==> src/rtl/serial_add_ctrl_pkg.sv <==
// Shared constants for the bit-serial adder controller: state encoding
// and counter sizing helper.
package serial_add_ctrl_pkg;

    localparam logic [1:0] ST_IDLE = 2'd0;
    localparam logic [1:0] ST_RUN  = 2'd1;
    localparam logic [1:0] ST_DONE = 2'd2;

    typedef logic [1:0] state_t;

    // Bit counter must address WIDTH positions; a 1-bit adder still needs one bit.
    function automatic int cnt_width(input int w);
        return (w > 1) ? $clog2(w) : 1;
    endfunction

endpackage

==> src/rtl/full_adder_design.sv <==
// Single-bit full adder shared by the serial datapath.
module full_adder_design (
    input  logic A,
    input  logic B,
    input  logic cin,
    output logic S,
    output logic cout
);

    assign S    = A ^ B ^ cin;
    assign cout = (A & B) | (cin & (A ^ B));

endmodule

==> src/rtl/serial_add_ctrl.sv <==
// Bit-serial adder: one full-adder evaluation per clock, LSB first,
// producing {cout,sum} = a + b + cin after WIDTH RUN cycles.
module serial_add_ctrl
    import serial_add_ctrl_pkg::*;
#(
    parameter int WIDTH = 8
) (
    input  logic             clk,
    input  logic             rst,
    input  logic             start,
    input  logic [WIDTH-1:0] a,
    input  logic [WIDTH-1:0] b,
    input  logic             cin,
    output logic             busy,
    output logic             done,
    output logic [WIDTH-1:0] sum,
    output logic             cout
);

    localparam int            CW   = cnt_width(WIDTH);
    localparam logic [CW-1:0] LAST = CW'(WIDTH - 1);

    state_t           state_reg, state_next;
    logic [WIDTH-1:0] a_sh_reg, b_sh_reg, psum_reg, sum_reg;
    logic [WIDTH-1:0] psum_next;
    logic [CW-1:0]    cnt_reg;
    logic             carry_reg, cout_reg;
    logic             fa_s, fa_cout;
    logic             last_bit;

    full_adder_design u_fa (
        .A    (a_sh_reg[0]),
        .B    (b_sh_reg[0]),
        .cin  (carry_reg),
        .S    (fa_s),
        .cout (fa_cout)
    );

    // New sum bit enters at the MSB so that after WIDTH shifts bit 0 lands at the LSB.
    generate
        if (WIDTH == 1) begin : g_psum_w1
            assign psum_next = fa_s;
        end else begin : g_psum_wn
            assign psum_next = {fa_s, psum_reg[WIDTH-1:1]};
        end
    endgenerate

    assign last_bit = (state_reg == ST_RUN) && (cnt_reg == LAST);

    always_ff @(posedge clk) begin
        if (rst) begin
            state_reg <= ST_IDLE;
        end else begin
            state_reg <= state_next;
        end
    end

    always_comb begin
        state_next = state_reg;
        case (state_reg)
            ST_IDLE: if (start) state_next = ST_RUN;
            ST_RUN:  if (cnt_reg == LAST) state_next = ST_DONE;
            ST_DONE: state_next = ST_IDLE;
            default: state_next = ST_IDLE;
        endcase
    end

    always_ff @(posedge clk) begin
        if (rst) begin
            a_sh_reg  <= '0;
            b_sh_reg  <= '0;
            psum_reg  <= '0;
            carry_reg <= 1'b0;
            cnt_reg   <= '0;
            sum_reg   <= '0;
            cout_reg  <= 1'b0;
        end else begin
            if (state_reg == ST_IDLE && start) begin
                a_sh_reg  <= a;
                b_sh_reg  <= b;
                carry_reg <= cin;
                cnt_reg   <= '0;
            end else if (state_reg == ST_RUN) begin
                a_sh_reg  <= a_sh_reg >> 1;
                b_sh_reg  <= b_sh_reg >> 1;
                psum_reg  <= psum_next;
                carry_reg <= fa_cout;
                cnt_reg   <= cnt_reg + CW'(1);
            end
            // Visible result only changes when the final bit is produced.
            if (last_bit) begin
                sum_reg  <= psum_next;
                cout_reg <= fa_cout;
            end
        end
    end

    always_comb begin
        busy = (state_reg == ST_RUN);
        done = (state_reg == ST_DONE);
    end

    assign sum  = sum_reg;
    assign cout = cout_reg;

endmodule

==> config.mk <==
export PLATFORM = sky130hd
export DESIGN_NAME = serial_add_ctrl
export DESIGN_NICKNAME = d
export VERILOG_FILES = /design/src/rtl/serial_add_ctrl_pkg.sv /design/src/rtl/full_adder_design.sv /design/src/rtl/serial_add_ctrl.sv
export SDC_FILE = /design/constraint.sdc
export NUM_CORES = 1
export LEC_CHECK = 0
export CAP_MARGIN = 25
export CORE_MARGIN = 2
export CORE_UTILIZATION = 34
export DETAILED_ROUTE_END_ITERATION = 10
export GPL_ROUTABILITY_DRIVEN = 0
export GPL_TIMING_DRIVEN = 1
export MAX_ROUTING_LAYER = met4
export SYNTH_ARGS = -nofsm -noshare
export SYNTH_HDL_FRONTEND = slang
export SYNTH_HIERARCHICAL = 1
export SYNTH_SLANG_ARGS = --single-unit
export TNS_END_PERCENT = 100
==> constraint.sdc <==
create_clock -name clk -period 1.75 [get_ports clk]
set_clock_uncertainty 0.2 [all_clocks]
set_input_delay 0.175 -clock clk [delete_from_list [all_inputs] [get_ports clk]]
set_output_delay 0.175 -clock clk [all_outputs]
set_load 0.02 [all_outputs]
After elaboration in Yosys (flattened, before gate mapping) --
Cells that the tools add are included.
Word-level totals: memories kept 0, memory bits (read-only) 0, register bits after elaboration 39, input port bits 20, latch bits 0, memory bits (writable) 0, word-level logic and storage cells 36
Cells by class: shift operators 0, multiplexer cells 9, multipliers 0, magnitude comparators 0, add/subtract/negate cells 1, eq/ne operators 5, divide/modulo/power cells 0, bitwise operators 6, reductions and logical operators 7
Operators with widths (number):
- 2-to-1 mux 8 bit | 4
- 2-to-1 mux 2 bit | 2
- case mux 2 bit (2 select lines) | 1
- AND reduction 2 bit | 2
- adder 3 x 1 -> 3 bit (second input constant) | 1
- equality test 3 bit (second input constant) | 1
- AND 1 bit | 2
- equality test 2 x 1 -> 1 bit (second input constant) | 1
- equality test 2 bit (second input constant) | 1
- logical AND 1 bit | 2
- logical NOT 2 bit | 1
- 2-to-1 mux 1 bit | 2
- != test 2 x 1 -> 1 bit (second input constant) | 1
- != test 2 bit (second input constant) | 1
- nonzero test 2 bit | 1
- OR reduction 2 bit | 1
- XOR 1 bit | 2
- inverter 1 bit | 1
- bitwise OR 1 bit | 1

Logic depth before layout (Yosys ltp) --
depth after elaboration 5, mapped depth 6, gate-level depth less buffers 5

Cells and area by module --
Netlist, hierarchy kept.
Modules (own cells, without submodules):
- serial_add_ctrl | cells an instance 184, area each 1534.0 µm², instances 1, seq. area each 760.7 µm²
- full_adder_design | cells an instance 1, area each 20.0 µm², instances 1, seq. area each 0.0 µm²

Worst setup path before layout --
OpenSTA, ideal clock, no wires.
path type register -> register, start register state_reg[0], end register a_sh_reg[1], arrival time 1174 ps, path slack 242 ps, data required time 1416 ps, path buffers 3, stages on the path, launching flop included 7, clock period less this slack 1508 ps, cells stage by stage dfxtp_1 -> buf_6 -> or3b_1 -> buf_6 -> buf_12 -> nor2_2 -> nor4_1
Between the ends: longest elaborated chain between the ends 3, elaborated cells between the ends (all ways) 5
RTL lines:
- start: declaration | RTL line serial_add_ctrl.sv:23 | state_t state_reg, state_next;
- start signal: assignment | RTL line serial_add_ctrl.sv:54 | state_reg <= state_next;
- logical NOT 2 bit | RTL line serial_add_ctrl.sv:78 | if (state_reg == ST_IDLE && start) begin
- logical AND 1 bit | RTL line serial_add_ctrl.sv:78
- 2-to-1 mux 8 bit / nonzero test 2 bit (equally long branches)
- end signal: assignment | RTL line serial_add_ctrl.sv:84 | a_sh_reg <= a_sh_reg >> 1;
- end: declaration | RTL line serial_add_ctrl.sv:24 | logic [WIDTH-1:0] a_sh_reg, b_sh_reg, psum_reg, sum_reg;
Parallel ways exist; a longest one is shown, timed or not. A chain may end at the register's enable or synchronous reset.

Worst setup path in the final report --
start register state_reg[1], end output port busy
Between the ends: longest elaborated chain between the ends 1
RTL lines:
- equality test 2 x 1 -> 1 bit | RTL line serial_add_ctrl.sv:99 | busy = (state_reg == ST_RUN);
- end: declaration | RTL line serial_add_ctrl.sv:14 | output logic busy,
No other way between the ends.

==> flow_summary.toml <==
[logic_synthesis]
synth_cell_types = 25
async_flop_share_pct = 0
synth_adder_area_share_pct = 2.90
synth_edf_count = 0
netlist_top_cells_count = "40 x nor2_1, 38 x dfxtp_1, 23 x nand2_1"
synth_seq_cells = 38
syn_avg_cell_area_um2 = 8.40
syn-num-nets = 208
synth_top_cell_by_area = "dfxtp_1"
synth_ff_type = "dfxtp_1"
yosysMostFrequentCell = "nor2_1"
synth-xor-area-share_pct = 0
synth_top_family_by_area = "simple AND/OR/NAND/NOR gates"
synthSimpleGateAreaFrac_pct = 32.7
synth_area_um2 = 1550
yosysSeqAreaShare_pct = 49.0
synth.area.top_cells = "dfxtp_1 49%, nor2_1 9.7%, nor4_1 6.0%, a21oi_1 5.8%, nand2_1 5.6%"
synth_top_area_share_pct = 49.0
syn_inst = 185
synth-compound-area-share_pct = 9.02
ys_warn_count = 6
synth.area.mux_share_pct = 0.644

[die]
core_um2 = 4380
io-pin-count = 31
initial_core_util_pct = 35.4
die_w_um = 71.6
die_y_um = 71.6
die_area_um2 = 5130
rows = 24

[setup_path]
crit_start = "state_reg[1]"
crit_path_end_kind = "output port"
crit_fanout = 8
critical_path_class = "flop to output port"
start_kind = "flop"
worstPathRequired_ps = 1370
arrival_ps = 1250
reg2reg_from = "cnt_reg[0]"

[pwr]
comb_power_share_pct = 12.4
switching_power_mw = 0.410
p_int_mw = 1.28
cellPowerDensity_nw_per_um2 = 850
swShare_pct = 24.2
power_mw = 1.69
vdd_drop_max_mv = 0.421
p_seq_share_pct = 55.0
p_leak_nw = 0.754
clkPwrFrac_pct = 32.6

[drt]
drc = 0
wl_um = 3100
ant_nets = 0
dr.pass1.iters = 4
dr_total_vias = 1300
first_iter_violations = 54
vias_per_cell = 4.83
wl_per_cell_um = 11.5

[clock_network]
clockBufferDepth = 2
numCtsBuffers = 5
cts_tree = "yes"
cts-root-buf = "clkbuf_8"
clk_pin_slew_ps = 70
ctsHtreeMaxLevel = 2
hold_buffers = 0
cts_num_sinks = 38
insertion_delay_ps = 280
cts_setup_buffers = 0

[hold_path]
hp-start = "sum[7]"
hold_class = "flop to flop"

[layout]
antenna_cells = 0
post-route-util_pct = 45.4
drive_gt1_share_pct = 11.1
final_nets = 240
regArea_um2 = 761
multi_input_area_um2 = 703
n_fill_cell = 451
area_growth_syn_to_layout_pct = 28.2

[grt]
grt_pass1_wl_um = 5520
grt_pass1_vias = 1254
grt.overflow.total = 0
gr-usage-all-layers_pct = 14.0
grt_max_degree = 39
antenna_found_initial = 0

[sta]
setup_tns_ps = 0
worst_pin_slew_ps = 447
fin_ws_ps = 127
final_hold_viol_count = 0
period_share_pct = 92.7
setup_viol_count_final = 0
min_period_ps = 1620
drv_slew = 0
slew_headroom_pct = 70.1
fmax_ghz = 0.616
grt_setup_unrepaired = "false"

[outcome]
outcome = "finished, final reports clean"

[job]
max_cap_viol_count = 0

[placement]
portBuffers = 30
dp_slack_ps = 52.4
place_hpwl_um = 2090
power by group through the flow:
| stage | clock (mW) | combinational, mW | sequential, mW |
|---|---|---|---|
| 2_1_floorplan | 0 | 0.138 | 0.943 |
| 3_3_place_gp | 0 | 0.213 | 0.950 |
| 3_5_place_dp | 0 | 0.215 | 0.950 |
| 4_1_cts | 0.566 | 0.214 | 0.931 |
| 5_1_grt | 0.609 | 0.236 | 0.936 |
| 6_report | 0.552 | 0.210 | 0.931 |
per-stage QoR:
stage / hold WS [ps] / cells / cell area [um2]
after floorplan: 135 / 185 / 1550
after global placement: 244 / 262 / 1920
after global routing: 268 / 269 / 1990
after CTS: 257 / 269 / 1990
after detailed placement: 247 / 262 / 1920
final: 256 / 269 / 1990
cell families (layout without fill, tap and decap cells):
logic type | Yosys count | count (layout)
adders and majority gates | 3 | 3
and+or+nand+nor | 104 | 104
buffers and inverters | 14 | 46
AOI/OAI and AO/OA | 25 | 25
DFF | 38 | 38
muxes | 1 | 1
final cells by class:
type | instances | share of cell area (%)
flip-flops and latches | 38 | 38.2
multi-input cells | 133 | 35.3
repair buffers | 38 | 19.2
clock buffers | 7 | 3.83
well taps | 52 | 3.27
inverters | 1 | 0.188
layer usage:
metal,global-route usage [%],vias to the layer above,wire [um]
met4,3.14,0,34
met2,22.1,20,1430
li1,-,686,-
met5,-,-,0
met3,4.64,6,116
met1,17.5,588,1520
worst max-delay path, stage by stage (launching register included):
cell and delay [ps]:
dfxtp_1 440, nand2b_1 160, inv_1 60, dlygate4sd2_1 310
cell usage in the layout, fill, tap and decap left out, types with 3 or more instances in the layout:
cell             netlist  layout
dfxtp_1               38      38
nor2_1                40      40
buf_4                  0       6
nand2_1               23      23
nor4_1                15      15
nand3b_1               3       3
nand3_1                9       9
a21oi_1               18      18
clkbuf_8               0       5
nor2_4                 4       4
nor2_2                 6       6
clkdlybuf4s50_1        0      28
worst paths after layout:
kind | to | slack, ps | depth (start not counted)
setup / recovery | busy | 130 | 3
hold reg to reg | sum[7] | 260 | 2
setup reg to reg | sum[4] | 170 | 5
hold / removal | sum[7] | 260 | 2
repair_timing:
item	4_1_cts	5_1_grt
setup endpoints to repair	2	2
pin swaps	0	1
resized for setup	2	0
(Power assumes the default switching activity.)
